**config.mk**
```make
export PLATFORM = sky130hd
export DESIGN_NAME = sisc_fetch_unit
export DESIGN_NICKNAME = d
export VERILOG_FILES = /design/src/rtl/sisc_fetch_unit.sv
export SDC_FILE = /design/constraint.sdc
export NUM_CORES = 1
export LEC_CHECK = 0
export ABC_AREA = 1
export ABC_CLOCK_PERIOD_IN_PS = 4350
export CORE_MARGIN = 10
export CORE_UTILIZATION = 30
export CTS_BUF_LIST = sky130_fd_sc_hd__clkbuf_4 sky130_fd_sc_hd__clkbuf_8
export CTS_CLUSTER_SIZE = 24
export DETAILED_ROUTE_END_ITERATION = 12
export PLACE_DENSITY_LB_ADDON = 0.2
export SYNTH_ARGS = -nofsm -noshare
export SYNTH_HDL_FRONTEND = slang
export SYNTH_SLANG_ARGS = --single-unit
```
**constraint.sdc**
```tcl
create_clock -name clk -period 4.35 [get_ports clk]
set_input_delay 0.435 -clock clk [delete_from_list [all_inputs] [get_ports clk]]
set_output_delay 0.435 -clock clk [all_outputs]
set_load 0.01 [all_outputs]
```
**src/rtl/sisc_fetch_unit.sv**
```systemverilog
// SISC fetch unit: owns PC and IR and keeps one prefetched instruction word
// from instruction memory over a req/ack handshake.
//
// state  | meaning
// -------+------------------------------------------------------------------
// S_IDLE | no request outstanding; a request starts next cycle
// S_REQ  | imem_req high at the latched address, waiting for imem_ack
// S_FULL | prefetch buffer holds a valid word, waiting for ir_load
// S_DROP | request still outstanding but its data is stale; discard on ack
module sisc_fetch_unit #(
   parameter int PC_W = 16,
   parameter int IW   = 32
) (
   input  logic            clk,
   input  logic            rst_f,
   input  logic            pc_rst_i,
   input  logic            pc_write_i,
   input  logic            pc_sel_i,
   input  logic            br_sel_i,
   input  logic            ir_load_i,
   output logic            imem_req_o,
   output logic [PC_W-1:0] imem_addr_o,
   input  logic [IW-1:0]   imem_rdata_i,
   input  logic            imem_ack_i,
   output logic [IW-1:0]   ir_o,
   output logic [3:0]      opcode_o,
   output logic [3:0]      mm_o,
   output logic [PC_W-1:0] pc_o,
   output logic            fetch_stall_o
);

   typedef enum logic [1:0] {
      S_IDLE = 2'd0,
      S_REQ  = 2'd1,
      S_FULL = 2'd2,
      S_DROP = 2'd3
   } state_t;

   state_t          state_q, state_d;
   logic [PC_W-1:0] pc_q, pc_d;
   logic [PC_W-1:0] addr_q, addr_d;
   logic [IW-1:0]   ir_q, ir_d;
   logic [IW-1:0]   buf_q, buf_d;
   logic            buf_valid;
   logic            flush;
   logic [PC_W-1:0] offset;
   logic [PC_W-1:0] br_target;

   // Branch offset comes from the instruction currently held in IR.
   assign offset    = ir_q[PC_W-1:0];
   assign br_target = br_sel_i ? offset : pc_q + offset;
   // A PC clear or a taken branch invalidates anything prefetched or in flight.
   assign flush     = pc_rst_i | (pc_write_i & pc_sel_i);
   assign buf_valid = (state_q == S_FULL);

   // Next-state, PC, IR and prefetch buffer update.
   always_comb begin
      state_d = state_q;
      pc_d    = pc_q;
      addr_d  = addr_q;
      ir_d    = ir_q;
      buf_d   = buf_q;

      if (pc_rst_i) begin
         pc_d = '0;
      end else if (pc_write_i) begin
         pc_d = pc_sel_i ? br_target : pc_q + PC_W'(1);
      end

      unique case (state_q)
         S_IDLE: begin
            if (!pc_rst_i) begin
               state_d = S_REQ;
               addr_d  = pc_d;
            end
         end
         S_REQ: begin
            if (flush) begin
               // An ack coinciding with a flush returns stale data: restart
               // directly at the new PC, otherwise wait out the old request.
               if (imem_ack_i) begin
                  state_d = S_REQ;
                  addr_d  = pc_d;
               end else begin
                  state_d = S_DROP;
               end
            end else if (imem_ack_i) begin
               buf_d   = imem_rdata_i;
               state_d = S_FULL;
            end
         end
         S_FULL: begin
            if (flush) begin
               state_d = S_REQ;
               addr_d  = pc_d;
            end else if (ir_load_i) begin
               ir_d    = buf_q;
               state_d = S_REQ;
               addr_d  = pc_d;
            end
         end
         S_DROP: begin
            // Passing through IDLE gives the one-cycle gap in imem_req that
            // separates the discarded transfer from the fresh one.
            if (imem_ack_i) begin
               state_d = S_IDLE;
            end
         end
         default: state_d = S_IDLE;
      endcase
   end

   // State and datapath registers.
   always_ff @(posedge clk or negedge rst_f) begin
      if (!rst_f) begin
         state_q <= S_IDLE;
         pc_q    <= '0;
         addr_q  <= '0;
         ir_q    <= '0;
         buf_q   <= '0;
      end else begin
         state_q <= state_d;
         pc_q    <= pc_d;
         addr_q  <= addr_d;
         ir_q    <= ir_d;
         buf_q   <= buf_d;
      end
   end

   assign imem_req_o    = (state_q == S_REQ) || (state_q == S_DROP);
   assign imem_addr_o   = addr_q;
   assign ir_o          = ir_q;
   assign opcode_o      = ir_q[IW-1:IW-4];
   assign mm_o          = ir_q[IW-5:IW-8];
   assign pc_o          = pc_q;
   assign fetch_stall_o = ir_load_i & ~buf_valid;

endmodule
```
# Word level (Yosys, flattened, before mapping)
# Cells that the tools add are included.
op_classes:
  add_sub_neg: 2
  n_eq_ne: 9
  n_mux: 18
  bitwise_logic: 5
  n_reduce_logical: 7
ops:
  columns: ["op", "n"]
  rows:
  - ["$mux 16", 9]
  - ["$pmux 16 s3", 1]
  - ["$add 16x1->16 const B", 1]
  - ["$add 16x16->16", 1]
  - ["$mux 2", 7]
  - ["$ne 2x2->1 const B", 4]
  - ["$pmux 2 s4", 1]
  - ["$reduce_and 3->1", 2]
  - ["$reduce_and 5->1", 1]
  - ["$eq 2x2->1 const B", 2]
  - ["$reduce_and 4->1", 1]
  - ["$ne 3x2->1 const B", 1]
  - ["$ne 3x3->1 const B", 1]
  - ["$reduce_bool 3->1", 1]
  - ["$and 1x1->1", 2]
  - ["$eq 2x1->1 const B", 1]
  - ["$logic_not 2->1", 1]
  - ["$not 1->1", 2]
  - ["$logic_or 1x1->1", 1]
  - ["$or 1x1->1", 1]
word_totals:
  ff_bits: 98
  inputBits: 40
  output_inout_bits: 74
  word_cells: 46

# Depth between registers and ports, before layout
logic_depth:
  word_depth: 8
  depth_mapped: 15

# Worst setup path after synthesis
# OpenSTA, ideal clock, no wires.
synth_path:
  path_kind: "reg-to-reg"
  start: "register pc_q[0], in the netlist pc_o[0]"
  end: "register addr_q[12], in the netlist imem_addr_o[12]"
  arrival_time_ns: 1.801
  required_ns: 4.233
  slack_ns: 2.432
  stages_incl_launch_ff: 16
  path_buffers: 0
  synth_period_minus_slack_ns: 1.918
  cell_sequence: "dfrtp_1 ha_1 inv_1 fa_1 inv_1 nand3_1 nand3_1 nand3_1 nand3_1 nand2_1 nand3_1 nand2_1 nand2_1 nand2_1 nand3_1 nand2_1"
synth_via:
  elab_chain_len: 8
  word_cells_on_any_way: 12
  classes_between: "2 x add/sub; 10 x mux"
synth_lines:
  columns: ["item", "line", "source"]
  rows:
  - ["from (decl)", "40", "logic [PC_W-1:0] pc_q, pc_d;"]
  - ["from (signal assigned)", "123", "pc_q <= pc_d;"]
  - ["$add 16x16->16", "51", "assign br_target = br_sel_i ? offset : pc_q + offset;"]
  - ["$mux 16", "51", null]
  - ["$mux 16 *", "67", "pc_d = pc_sel_i ? br_target : pc_q + PC_W'(1);"]
  - ["$mux 16 *", "66", "end else if (pc_write_i) begin"]
  - ["$mux 16 *", "64", "if (pc_rst_i) begin"]
  - ["$mux 16, on equally long branches", "96, 81", null]
  - ["$mux 16, on equally long branches", "93, 78", null]
  - ["$pmux 16 s3 *", "70", "unique case (state_q)"]
  - ["to (signal assigned)", "124", "addr_q <= addr_d;"]
  - ["to (decl)", "41", "logic [PC_W-1:0] addr_q, addr_d;"]
# Every way passes the cells marked *; elsewhere a longest branch is shown, timed or not. The select of a mux whose other input is x is not followed.
# A chain may end at the register's enable or synchronous reset.

# Worst setup path in the final report
layout_path:
  start: "input pc_rst_i"
  end: "register buf_q[15]"
layout_via:
  elab_chain_len: 3
layout_lines:
  columns: ["item", "line", "source"]
  rows:
  - ["from (decl)", "16", "input logic pc_rst_i,"]
  - ["$or 1x1->1", "53", "assign flush = pc_rst_i | (pc_write_i & pc_sel_i);"]
  - ["$not 1->1 (no source line)", null, null]
  - ["$reduce_and 3->1 (no source line)", null, null]
  - ["to (signal assigned)", "126", "buf_q <= buf_d;"]
  - ["to (decl)", "43", "logic [IW-1:0] buf_q, buf_d;"]
# No other way between the ends.

==> results.yml <==
synth:
  synth_nets: 769
  seq_area_frac_synth_pct: 45.1
  synth.area.top_cells: "dfrtp_1 (45%), nand2_1 (13%), inv_1 (6.4%)"
  syn_avg_cell_area_um2: 7.64
  synth_top_area_share_pct: 45.1
  synthArstFlopShare_pct: 100
  synth_area_mm2: 0.00544
  synthFlopType: "dfrtp_1"
  ys_seq_elements: 98
  synthDistinctLibCells: 38
  yosysTopAreaCell: "dfrtp_1"
  ys_warn_count: 0
  synth_edf_count: 0
  postSynthCellCount: 712
setup_path:
  cp_data_required_time_ps: 4670
  rr_endpoint: "imem_addr_o[12]"
  start_kind: "input port"
  r2r_cells: 15
  cp_max_fo: 23
  r2r_slack_ps: 2120
  worstPathArrival_ps: 2740
  path_class: "input port to register"
  reg2reg_from: "pc_o[0]"
  cp-end-kind: "register"
  crit_end: "buf_q[15]"
  critPathLaunch: "pc_rst_i"
timing:
  maxSlewHeadroom_pct: 46.7
  finalClockSkew_ps: 13.0
  fin_setup_tns_ps: 0
  finalHoldViolations: 0
  rsz0062_at_grt: "no"
  worstMarginPinSlew_ps: 797
  setup_viol: 0
  period_share_pct: 55.6
  period_needed_ps: 2420
  max_freq_mhz: 413
  holdWs_ps: 106
  final-max-slew-violation-count: 0
final_layout:
  n_antenna_cell: 0
  fillers: 1941
  stdcell_area_mm2: 0.00691
  utilization_pct: 38.6
  layout.nets: 866
  synthToLayoutAreaGrowth_pct: 27.2
  drive_gt1_share_pct: 5.28
route:
  ant_nets: 0
  dr_wl_met3_um: 718
  wl_per_cell_um: 14.6
  route.met2.wl_um: 6940
  vias: 4753
  initialDrtViolationCount: 261
  drc: 0
  viasPerCell: 4.56
  first_pass_iters: 4
  highest_layer: "met4"
  met1_length_um: 7380
  routed_wl_um: 15200
global_route:
  antenna_found_initial: 0
  grt_pass1_vias: 4771
  grt_use_total_pct: 12.9
  grt_max_degree: 65
  grt_pass1_wl_um: 25100
  gr-total-overflow: 0
floorplan:
  num_io_pins: 114
  die_w_um: 155
  row_count: 49
  dieHeight_um: 155
  die-area_mm2: 0.0239
  start_util_pct: 30.4
  core_mm2: 0.0179
clock_tree:
  clk_pin_slew_ps: 110
  cts-root-buf: "clkbuf_8"
  hold_buffers: 0
  clk_latency_ps: 390
  cts_resized: 0
  cts_buffer_depth: 2
  cts_setup_buffers: 0
  cts_buffers: 9
  cts_sinks: 98
  htree_levels: 3
  cts_tree: "built"
placement:
  postPlaceCellArea_mm2: 0.00671
  dp_hpwl_um: 11600
  gp_congestion: 0.857
  portBuffers: 113
pwr:
  peakVddDrop_mv: 0.245
  leakagePower_nw: 3.31
  power_density_mw_per_mm2: 608
flow_run:
  cap_violations: 0
hold_path:
  hold_class: "input port to async pin"
status:
  outcome: "finished, final reports clean"
-- stage by stage --
step                      worst slack, ps  total power, W  std cells
after global placement               1510         0.00360       1027
final                                1930         0.00420       1043
after detailed placement             1470         0.00362       1027
after global routing                 1640         0.00459       1043
after floorplan                      2430         0.00273        712
after CTS                            1920         0.00429       1043
-- logic make-up (layout without fill, tap and decap cells) --
kind of cell,after synthesis,after routing,share of synthesized area [%]
mux,9,9,1.86
flops,98,98,45.1
simple gates,324,324,25.2
xor+xnor,8,8,1.29
compound gates,127,127,12.3
buf+inv,129,231,10.2
fa+ha+maj,17,17,4.05
-- cells in the mapped netlist (4+ instances only) --
master / instances
nand3_1: 42
xor2_1: 6
a21boi_0: 6
nor3_1: 4
inv_1: 93
nor2_2: 4
o21ai_1: 5
or2_2: 5
nor2_1: 60
o21ai_0: 46
nand4_1: 6
clkbuf_1: 8
nand3b_1: 4
mux2_2: 5
nand2_1: 193
ha_1: 16
dfrtp_1: 98
a21oi_1: 63
buf_4: 9
mux2_1: 4
buf_2: 10
-- sequential cells by signal (all words and copies together), names as in the netlist --
name	count
buf_q	32
imem_addr_o	16
ir_o	32
pc_o	16
state_q	2
-- routing by layer --
layer,track usage [%],vias up
li1,-,2456
met1,16.7,2196
met2,20.3,92
met3,3.52,9
met4,4.00,0
met5,0,-
-- placed cells by master, fill, tap and decap left out, types with 4 or more instances in the layout --
cell type	instances
mux2_2	5
clkdlybuf4s50_1	112
mux2_1	4
nor2_2	4
or2_2	5
o21ai_0	46
nor3_1	4
buf_4	6
nand4_1	6
clkbuf_8	9
ha_1	16
nor2_1	60
nand2_1	193
nand3b_1	4
a21boi_0	6
nand3_1	42
a21oi_1	63
o21ai_1	5
dfrtp_1	98
inv_1	93
xor2_1	6
-- power breakdown --
group	switching [W]	internal, W	total, W
registers	0.000270	0.00129	0.00156
logic	0.00106	0.000940	0.00200
clock network	0.000367	0.000277	0.000644
total	0.00170	0.00251	0.00420
-- worst min path at each step --
| stage | start | end | slack, ps | depth (start not counted) |
|---|---|---|---|---|
| 2_1_floorplan | rst_f | buf_q[0] | 140 | 0 |
| 3_3_place_gp | buf_q[8] | ir_o[8] | 470 | 2 |
| 3_5_place_dp | imem_addr_o[2] | imem_addr_o[2] | 460 | 2 |
| 4_1_cts | rst_f | imem_addr_o[11] | 140 | 1 |
| 5_1_grt | rst_f | imem_addr_o[14] | 160 | 1 |
| 6_report | rst_f | imem_addr_o[11] | 110 | 1 |
-- worst max-delay path: stages --
cell and delay, ps:
clkdlybuf4s50_1 720, a21oi_2 380, inv_4 80, nor3_4 610, buf_4 360, nand2_1 70
o21ai_0 70
-- area by class of cell --
type / count / area (um^2) / share of cell area, %
Timing Repair Buffer: 118 / 1170 / 16.9
Inverter: 97 / 369 / 5.34
Tap cell: 229 / 287 / 4.14
Clock buffer: 9 / 124 / 1.79
Sequential cell: 98 / 2450 / 35.5
Clock inverter: 7 / 83.8 / 1.21
Multi-Input combinational cell: 485 / 2430 / 35.2
(Power assumes the default switching activity.)
